File: src/rtl/dummy_stim_pkg.sv
// Shared FSM state type, LFSR definition and latency limits for dummy_stim_ctrl.
package dummy_stim_pkg;

  typedef enum logic [1:0] {
    ST_IDLE,
    ST_RUN,
    ST_DRAIN,
    ST_DONE
  } stim_state_e;

  localparam int LFSR_W = 8;
  // Taps 8,6,5,4 (1-based) land on bits 7,5,4,3; feedback enters bit 7.
  localparam logic [LFSR_W-1:0] LFSR_TAPS = 8'b1011_1000;

  localparam int LAT_MIN = 1;
  localparam int LAT_MAX = 4;

  function automatic logic [LFSR_W-1:0] lfsr_next(input logic [LFSR_W-1:0] s);
    return {^(s & LFSR_TAPS), s[LFSR_W-1:1]};
  endfunction

endpackage

File: src/rtl/dummy_stim_lfsr.sv
// Seedable, enable-gated 8-bit Fibonacci LFSR. A load presents SEED[0] in the
// same cycle and steps past it, so the first stream bit costs no extra cycle.
module dummy_stim_lfsr
  import dummy_stim_pkg::*;
#(
  parameter logic [LFSR_W-1:0] SEED = 8'hA5
) (
  input  logic clk,
  input  logic rstn,
  input  logic i_load,
  input  logic i_en,
  output logic o_bit
);

  logic [LFSR_W-1:0] r_state;
  logic [LFSR_W-1:0] w_cur;

  assign w_cur = i_load ? SEED : r_state;
  assign o_bit = w_cur[0];

  always_ff @(posedge clk or negedge rstn) begin
    if (!rstn) begin
      r_state <= SEED;
    end else if (i_load || i_en) begin
      r_state <= lfsr_next(w_cur);
    end
  end

endmodule

File: src/rtl/dummy_stim_ctrl.sv
// LFSR stimulus driver and dual-output checker for the registered dummy cell.
// Define DUMMY_STIM_XCHK_EN for 4-state compare and x_seen tracking (sim only).
//
// state    | meaning
// ST_IDLE  | waiting for start, results held
// ST_RUN   | driving stream bits on d
// ST_DRAIN | d=0, waiting LAT cycles for last compares
// ST_DONE  | one-cycle done pulse
module dummy_stim_ctrl
  import dummy_stim_pkg::*;
#(
  parameter int                CNT_W = 8,
  parameter logic [LFSR_W-1:0] SEED  = 8'hA5,
  parameter int                LAT   = 1
) (
  input  logic             clk,
  input  logic             rstn,
  input  logic             start,
  input  logic [CNT_W-1:0] num_bits,
  output logic             d,
  input  logic             q_a,
  input  logic             q_b,
  output logic             busy,
  output logic             done,
  output logic [CNT_W-1:0] err_cnt,
  output logic [CNT_W-1:0] first_err_idx,
  output logic             err_valid,
  output logic             x_seen
);

  localparam int                DRAIN_W    = $clog2(LAT_MAX);
  localparam logic [DRAIN_W-1:0] DRAIN_INIT = DRAIN_W'(LAT - LAT_MIN);

  stim_state_e         r_state;
  logic [CNT_W-1:0]    r_remain;
  logic [DRAIN_W-1:0]  r_drain;
  logic                r_d;
  logic                r_d_vld;
  logic                r_busy;
  logic                r_done;
  logic [LAT-1:0]      r_exp;
  logic [LAT-1:0]      r_vld;
  logic [CNT_W-1:0]    r_err_cnt;
  logic [CNT_W-1:0]    r_first_idx;
  logic [CNT_W-1:0]    r_cmp_idx;
  logic                r_err_valid;

  logic                w_accept;
  logic                w_step;
  logic                w_bit;
  logic                w_cmp;
  logic                w_mis;
  logic [LAT:0]        w_exp_sh;
  logic [LAT:0]        w_vld_sh;

  assign w_accept = (r_state == ST_IDLE) && start;
  assign w_step   = (r_state == ST_RUN) && (r_remain != '0);

  dummy_stim_lfsr #(.SEED(SEED)) u_lfsr (
    .clk    (clk),
    .rstn   (rstn),
    .i_load (w_accept),
    .i_en   (w_step),
    .o_bit  (w_bit)
  );

  always_ff @(posedge clk or negedge rstn) begin
    if (!rstn) begin
      r_state  <= ST_IDLE;
      r_remain <= '0;
      r_drain  <= '0;
      r_d      <= 1'b0;
      r_d_vld  <= 1'b0;
      r_busy   <= 1'b0;
      r_done   <= 1'b0;
    end else begin
      r_d     <= 1'b0;
      r_d_vld <= 1'b0;
      r_done  <= 1'b0;
      case (r_state)
        ST_IDLE: begin
          if (start) begin
            r_busy <= 1'b1;
            if (num_bits == '0) begin
              r_state <= ST_DONE;
              r_done  <= 1'b1;
            end else begin
              r_state  <= ST_RUN;
              r_remain <= num_bits - 1'b1;
              r_d      <= w_bit;
              r_d_vld  <= 1'b1;
            end
          end
        end
        ST_RUN: begin
          if (r_remain == '0) begin
            r_state <= ST_DRAIN;
            r_drain <= DRAIN_INIT;
          end else begin
            r_remain <= r_remain - 1'b1;
            r_d      <= w_bit;
            r_d_vld  <= 1'b1;
          end
        end
        ST_DRAIN: begin
          if (r_drain == '0) begin
            r_state <= ST_DONE;
            r_done  <= 1'b1;
          end else begin
            r_drain <= r_drain - 1'b1;
          end
        end
        ST_DONE: begin
          r_state <= ST_IDLE;
          r_busy  <= 1'b0;
        end
        default: r_state <= ST_IDLE;
      endcase
    end
  end

  // The delay line is fed from the registered d, so its tail lines up with q.
  assign w_exp_sh = {r_exp, r_d};
  assign w_vld_sh = {r_vld, r_d_vld};
  assign w_cmp    = r_vld[LAT-1];

`ifdef DUMMY_STIM_XCHK_EN
  logic r_x_seen;
  assign w_mis = (q_a !== r_exp[LAT-1]) || (q_b !== r_exp[LAT-1]);

  always_ff @(posedge clk or negedge rstn) begin
    if (!rstn) begin
      r_x_seen <= 1'b0;
    end else if (w_accept) begin
      r_x_seen <= 1'b0;
    end else if (w_cmp && $isunknown({q_a, q_b})) begin
      r_x_seen <= 1'b1;
    end
  end
  assign x_seen = r_x_seen;
`else
  assign w_mis  = (q_a != r_exp[LAT-1]) || (q_b != r_exp[LAT-1]);
  assign x_seen = 1'b0;
`endif

  always_ff @(posedge clk or negedge rstn) begin
    if (!rstn) begin
      r_exp       <= '0;
      r_vld       <= '0;
      r_err_cnt   <= '0;
      r_first_idx <= '0;
      r_cmp_idx   <= '0;
      r_err_valid <= 1'b0;
    end else begin
      r_exp <= w_exp_sh[LAT-1:0];
      r_vld <= w_vld_sh[LAT-1:0];
      if (w_accept) begin
        r_err_cnt   <= '0;
        r_first_idx <= '0;
        r_cmp_idx   <= '0;
        r_err_valid <= 1'b0;
      end else if (w_cmp) begin
        r_cmp_idx <= r_cmp_idx + 1'b1;
        if (w_mis) begin
          if (r_err_cnt != '1) begin
            r_err_cnt <= r_err_cnt + 1'b1;
          end
          if (!r_err_valid) begin
            r_err_valid <= 1'b1;
            r_first_idx <= r_cmp_idx;
          end
        end
      end
    end
  end

  assign d             = r_d;
  assign busy          = r_busy;
  assign done          = r_done;
  assign err_cnt       = r_err_cnt;
  assign first_err_idx = r_first_idx;
  assign err_valid     = r_err_valid;

endmodule

File: config.mk
export PLATFORM = sky130hd
export DESIGN_NAME = dummy_stim_ctrl
export DESIGN_NICKNAME = d
export VERILOG_FILES = /design/src/rtl/dummy_stim_pkg.sv /design/src/rtl/dummy_stim_lfsr.sv /design/src/rtl/dummy_stim_ctrl.sv
export SDC_FILE = /design/constraint.sdc
export NUM_CORES = 1
export LEC_CHECK = 0
export ABC_AREA = 1
export CORE_ASPECT_RATIO = 0.5
export CORE_MARGIN = 2
export CORE_UTILIZATION = 35
export DETAILED_ROUTE_END_ITERATION = 8
export GPL_TIMING_DRIVEN = 1
export PLACE_DENSITY = 0.59
export SYNTH_ARGS = -nofsm -noshare
export SYNTH_HDL_FRONTEND = slang
export SYNTH_SLANG_ARGS = --single-unit
File: constraint.sdc
create_clock -name clk -period 2.25 [get_ports clk]
set_input_delay 0.45 -clock clk [delete_from_list [all_inputs] [get_ports clk]]
set_output_delay 0.45 -clock clk [all_outputs]
set_load 0.1 [all_outputs]
==> results.cfg, run 1 <==
[sta]
slew-limit-headroom = 0.450
rsz0062_at_grt = no
fin_skew_ns = 0.00415
drv_slew = 0
timing.final.hold_violations = 0
tightest_slew_ns = 0.817
clock.fmax_mhz = 512
setup_viol = 0
finalCriticalPeriod_ns = 1.95
period_share = 0.869

[worst_setup_path]
crit_type = reg -> reg
cp_data_required_time_ns = 2.43
critPathLaunchType = flip-flop
path_max_fanout = 14
arrival_ns = 2.13
endpoint_kind = flip-flop

[logic_synthesis]
synth_seq_cells = 51
ys_types = 32
yosys_warnings = 0
synthCells = 379
syn-cell-area_um2 = 2830
seq_area_frac_synth = 0.453
syn-num-nets = 401
avgSynthCellArea_um2 = 7.46

[clock_tree]
cts.sinks = 51
cts_resized = 0
ctsHoldBuffers = 0
numCtsBuffers = 5
clkTransAtPathRegs_ns = 0.07
cts_max_path_buffers = 2
cts_tree = yes
clk_latency_ns = 0.29
htreeDepth = 2
cts_setup_buffers = 0
root_buffer = clkbuf_16

[global_routing]
first_global_vias = 2194
grt_pass1_wl_mm = 10.0
grt_max_degree = 52
overflow = 0
antenna_found_initial = 0
grt_use_total = 0.139

[drt]
ant_nets = 0
drtIter0Drc = 139
drt_pass1_iterations = 4
routed_via_density = 4.45
routed_wl_mm = 5.69
post_drt_wl_per_cell_um = 10.8
drc = 0
vias = 2352

[floorplanning]
start_util = 0.357
die_area_um2 = 8860
core_um2 = 7910
ios = 34
row_count = 23
die_y_um = 67.6
die_x_um = 131

[cells_and_area]
antenna_cells = 0
area_growth_pct = 19.0
stdcell_area_um2 = 3370
fin_nets = 438
drive_gt1_frac = 0.134

[flow_run]
max_cap_violations = 0

[placement]
place_area_um2 = 3210
portBuffers = 32
place_hpwl_mm = 4.00
routabilityCongestion = 0.784

[worst_hold_path]
hp-class = in -> async

[status]
status = finished clean

[pwr]
p_leak_nw = 1.66
ir_drop_mv = 0.445
total_power_mw = 4.81
power_per_cell_area_nw_per_um2 = 1430
==> layout make-up <==
type                            instances  area, um^2
Clock inverter                          3        28.8
Sequential cell                        51        1280
Tap cell                              112         140
Timing Repair Buffer                   36         295
Fill cell                             819        4550
Inverter                               51         191
Multi-Input combinational cell        271        1300
Clock buffer                            5         125
==> critical path, stage by stage, from the launching register on <==
cell and delay [ns]:
dfrtp_1 0.39, inv_1 0.10, ha_1 0.21, inv_2 0.25
nand2_1 0.11, o21ai_2 0.12, inv_1 0.11, ha_1 0.27
nand3_1 0.11, nand2_1 0.06, nand2_1 0.05, o21ai_0 0.08
==> per-layer routing <==
layer / wire length (um) / global-route usage / vias up
met5: 0 / 0 / -
met3: 216 / 0.0285 / 7
met1: 2900 / 0.180 / 1063
li1: - / - / 1250
met2: 2510 / 0.238 / 32
met4: 67 / 0.0448 / 0
==> report_power, final <==
group	switching [mW]	internal, mW	leakage [nW]
combinational	1.80	0.715	0.937
sequential	0.240	1.26	0.649
clock	0.371	0.425	0.0759
==> cells in the final DEF (no fill, tap or decap), drive strengths merged <==
master	instances
a21oi	8
buf	25
clkbuf	5
clkdlybuf4s50	11
clkinv	3
conb	1
dfrtp	47
dfstp	4
ha	9
inv	51
nand2	135
nand3	21
nand3b	1
nand4	3
nor2	41
nor3	3
o21a	1
o21ai	40
or2	3
xnor2	2
xor2	3
==> final timing paths <==
path	startpoint	to	slack, ns	depth (start not counted)
min reg2reg	r_d_vld	r_vld	0.35	0
max in group asynchronous	rstn	r_exp	1.53	2
max	r_state[1]	r_remain[4]	0.30	11
max reg2reg	r_state[1]	r_remain[4]	0.30	11
min	rstn	err_cnt[3]	0.26	2
min in group clk	r_d_vld	r_vld	0.35	0
==> cell usage after synthesis (all sizes together) <==
cell / n / area (um^2)
nand2: 135 / 512
inv: 50 / 188
dfrtp: 47 / 1180
nor2: 41 / 181
o21ai: 40 / 211
nand3: 21 / 110
ha: 9 / 113
a21oi: 8 / 51.3
buf: 6 / 51.3
dfstp: 4 / 105
nand4: 3 / 18.8
nor3: 3 / 25.0
or2: 3 / 18.8
xor2: 3 / 26.3
xnor2: 2 / 17.5
clkinv: 1 / 3.75
conb: 1 / 3.75
nand3b: 1 / 7.51
o21a: 1 / 7.51
==> through the flow <==
step / setup WS [ns] / util / std cells / hold slack [ns] / TNS (ns)
finish: 0.296 / 0.425 / 529 / 0.263 / 0
global route: 0.104 / 0.425 / 529 / 0.335 / 0
detailed placement: -0.00539 / 0.406 / 521 / 0.338 / -0.00539
global placement: 0.0691 / 0.406 / 521 / 0.335 / 0
CTS: 0.295 / 0.425 / 529 / 0.293 / 0
floorplan: 0.0776 / - / 379 / 0.154 / 0
==> cell families after synthesis <==
family	count (synthesis)	synth area share
compound gates	49	0.0956
xor+xnor	5	0.0155
fa+ha+maj	9	0.0398
buf+inv	57	0.0858
flops	51	0.453
other cells	1	0.00133
simple gates	207	0.309
==> flip-flops by register name, summed over array words and instances (netlist names) <==
signal,count
r_exp,1
r_remain,8
u_lfsr.r_state,8
err_valid,1
r_cmp_idx,8
busy,1
r_vld,1
r_state,2
r_drain,2
err_cnt,8
first_err_idx,8
d,1
done,1
r_d_vld,1
No activity file was read; power rests on OpenSTA's default activity.
==> run 2, diff against run 1 <==
--- a/config.mk
+++ b/config.mk
@@ -15,3 +15,4 @@
 export SYNTH_ARGS = -nofsm -noshare
 export SYNTH_HDL_FRONTEND = slang
 export SYNTH_SLANG_ARGS = --single-unit
+export TNS_END_PERCENT = 100
==> results of run 2 <==
No change in the layout: final DEF, timing and power equal those of run 1.
==> run 3, diff against run 2 <==
--- a/config.mk
+++ b/config.mk
@@ -14,5 +14,6 @@
 export PLACE_DENSITY = 0.59
 export SYNTH_ARGS = -nofsm -noshare
 export SYNTH_HDL_FRONTEND = slang
+export SYNTH_HIERARCHICAL = 1
 export SYNTH_SLANG_ARGS = --single-unit
 export TNS_END_PERCENT = 100
==> run 3 against run 2 <==
Compared with the run above:
- non-clock buffer count up 4
- wire length rose by 5.5%
- global-route usage rose by 0.86 points
- critical path depth stayed put
- sequential share of layout area decreased by 1.5 points
- clock power rose by 13%
- maximum frequency is 6.2% higher
- critical path type unchanged
==> results.cfg, run 3 <==
[drt]
routed_wl_mm = 6.01
drtIter0Drc = 91
ant_nets = 0
drt_pass1_iterations = 4
vias = 2373
drc = 0
routed_via_density = 4.47
post_drt_wl_per_cell_um = 11.3

[clock_tree]
clkTransAtPathRegs_ns = 0.07
cts.sinks = 51
cts_resized = 0
clk_latency_ns = 0.30
root_buffer = clkbuf_16
cts_tree = yes
cts_max_path_buffers = 2
htreeDepth = 2
numCtsBuffers = 5

[logic_synthesis]
synth_seq_cells = 51
avgSynthCellArea_um2 = 7.71
seq_area_frac_synth = 0.441
ys_types = 35
synthArstFlopShare = 1.00
yosysMostFrequentCell = nand2_1
synthFlopType = dfrtp_1
synthCells = 377
synth_edf_count = 0
ys_top_cells_by_count = 126 x nand2_1, 49 x inv_1, 47 x dfrtp_1
yosys.area.top_type = dfrtp_1
syn-cell-area_um2 = 2910
synthTopCellsByArea = dfrtp_1 40%, nand2_1 16%, inv_1 6.3%
synthDominantCellAreaShare = 0.405
syn-num-nets = 398
yosys_warnings = 6

[global_routing]
overflow = 0
first_global_vias = 2182
top_usage_layer = met2
antenna_found_initial = 0
grt.met2_usage = 0.250
grt_use_total = 0.147
grt_max_degree = 49
grt_pass1_wl_mm = 10.4
use_met1 = 0.188
met3_usage = 0.0378

[floorplanning]
die_x_um = 133
core_um2 = 8030
start_util = 0.362
die_area_um2 = 9090
ios = 34
row_count = 23
die_y_um = 68.4

[worst_setup_path]
cpMaxStageDelayCell = dfrtp_1
cp_data_required_time_ns = 2.44
cp_num_buf_inv = 2
endpoint_kind = flip-flop
arrival_ns = 2.03
crit_path_frequent_cell = nand2_1
crit_type = reg -> reg
cpPeakStageDelay_ns = 0.42
path_max_fanout = 10
r2r_start = r_state[1]
crit_chain = inv_1 > ha_1 > buf_4 > nand2_1 > nand2_2 > ha_1 > nand2_1 > nor2_2 > nand3b_1 > nand3_1 > nand2_1
crit_start = r_state[1]
cp_top_family = simple AND/OR/NAND/NOR gates
critPathLaunchType = flip-flop

[cells_and_area]
mostFrequentLayoutCells = 126 x nand2_1, 49 x inv_1, 47 x dfrtp_1
post_layout_nonfiller_instances = 531
fin_nets = 439
antenna_cells = 0
area_growth_pct = 20.7
final_common_cell = nand2_1
drive_gt1_frac = 0.174
num-fill-cells = 798

[status]
status = finished clean

[sta]
setup_viol = 0
rsz0062_at_grt = no
setup_tns_ns = 0
drv_slew = 0
fin_skew_ns = 0.00819
setup_ws_ns = 0.410
finalCriticalPeriod_ns = 1.84
timing.hold.ws_ns = 0.354
clock.fmax_mhz = 543
period_share = 0.818
timing.final.hold_violations = 0

[placement]
dp_slack_ns = 0.320
place_hpwl_mm = 4.29
routabilityCongestion = 0.801
portBuffers = 32
place_inst = 522

[worst_hold_path]
hp-class = reg -> reg
worstHoldStart = r_d_vld

[flow_run]
max_cap_violations = 0

[pwr]
power_per_cell_area_nw_per_um2 = 1540
ir_drop_mv = 0.485
p_leak_nw = 1.79
-- run 3: cell count changes after synthesis, moves of 3 or more --
| cell | before | now |
|---|---|---|
| nand3_1 | 20 | 26 |
| a21oi_1 | 7 | 10 |
| nand3_2 | 1 | 4 |
| nor2_1 | 34 | 26 |
| o21ai_1 | 3 | 8 |
| nand2_1 | 133 | 126 |
| o21ai_0 | 34 | 20 |
| nand2_2 | 2 | 5 |
-- run 3: logic make-up after synthesis --
kind of cell / synth area share
xor+xnor: 0.00904
simple gates: 0.337
other cells: 0.00129
flops: 0.441
compound gates: 0.0900
buf+inv: 0.0874
fa+ha+maj: 0.0344
-- run 3: what timing repair did --
action,CTS,global route
endpoints found under the hold margin,3,0
hold buffers,1,0
setup endpoints to repair,0,0
buffers inserted,0,0
-- run 3: final cells by class --
cell class                 count  area, um^2  area share
multi-input combinational    266        1370       0.391
sequential                    51        1280       0.365
timing repair buffer          40         340      0.0970
inverter                      54         203      0.0578
tap                          112         140      0.0400
clock buffer                   5         125      0.0357
clock inverter                 3        46.3      0.0132
-- run 3: power breakdown --
group	switching [mW]	total [mW]	internal, mW
registers	0.286	1.57	1.28
clock network	0.367	0.896	0.529
logic	2.09	2.95	0.857
-- run 3: path summary, 6_finish.rpt --
| path | endpoint | slack (ns) | depth (start not counted) |
|---|---|---|---|
| hold / removal | r_vld | 0.35 | 0 |
| min in group asynchronous | r_remain[4] | 0.50 | 2 |
| hold reg to reg | r_vld | 0.35 | 0 |
| setup reg to reg | r_remain[6] | 0.41 | 11 |
| setup / recovery | r_remain[6] | 0.41 | 11 |
| max in group asynchronous | u_lfsr/r_state[5] | 1.22 | 3 |
-- run 3: routing by layer --
layer,share of wire,wire [um]
met2,0.44,2650
met4,0.012,72
met3,0.035,208
met5,0,0
met1,0.51,3070
-- run 3: stage by stage --
step | power, mW | util | instance area (um^2)
detailed placement | 4.56 | 0.414 | 3330
global route | 5.87 | 0.437 | 3510
finish | 5.41 | 0.437 | 3510
CTS | 5.48 | 0.437 | 3510
global placement | 4.55 | 0.414 | 3330
floorplan | 3.88 | - | 2910
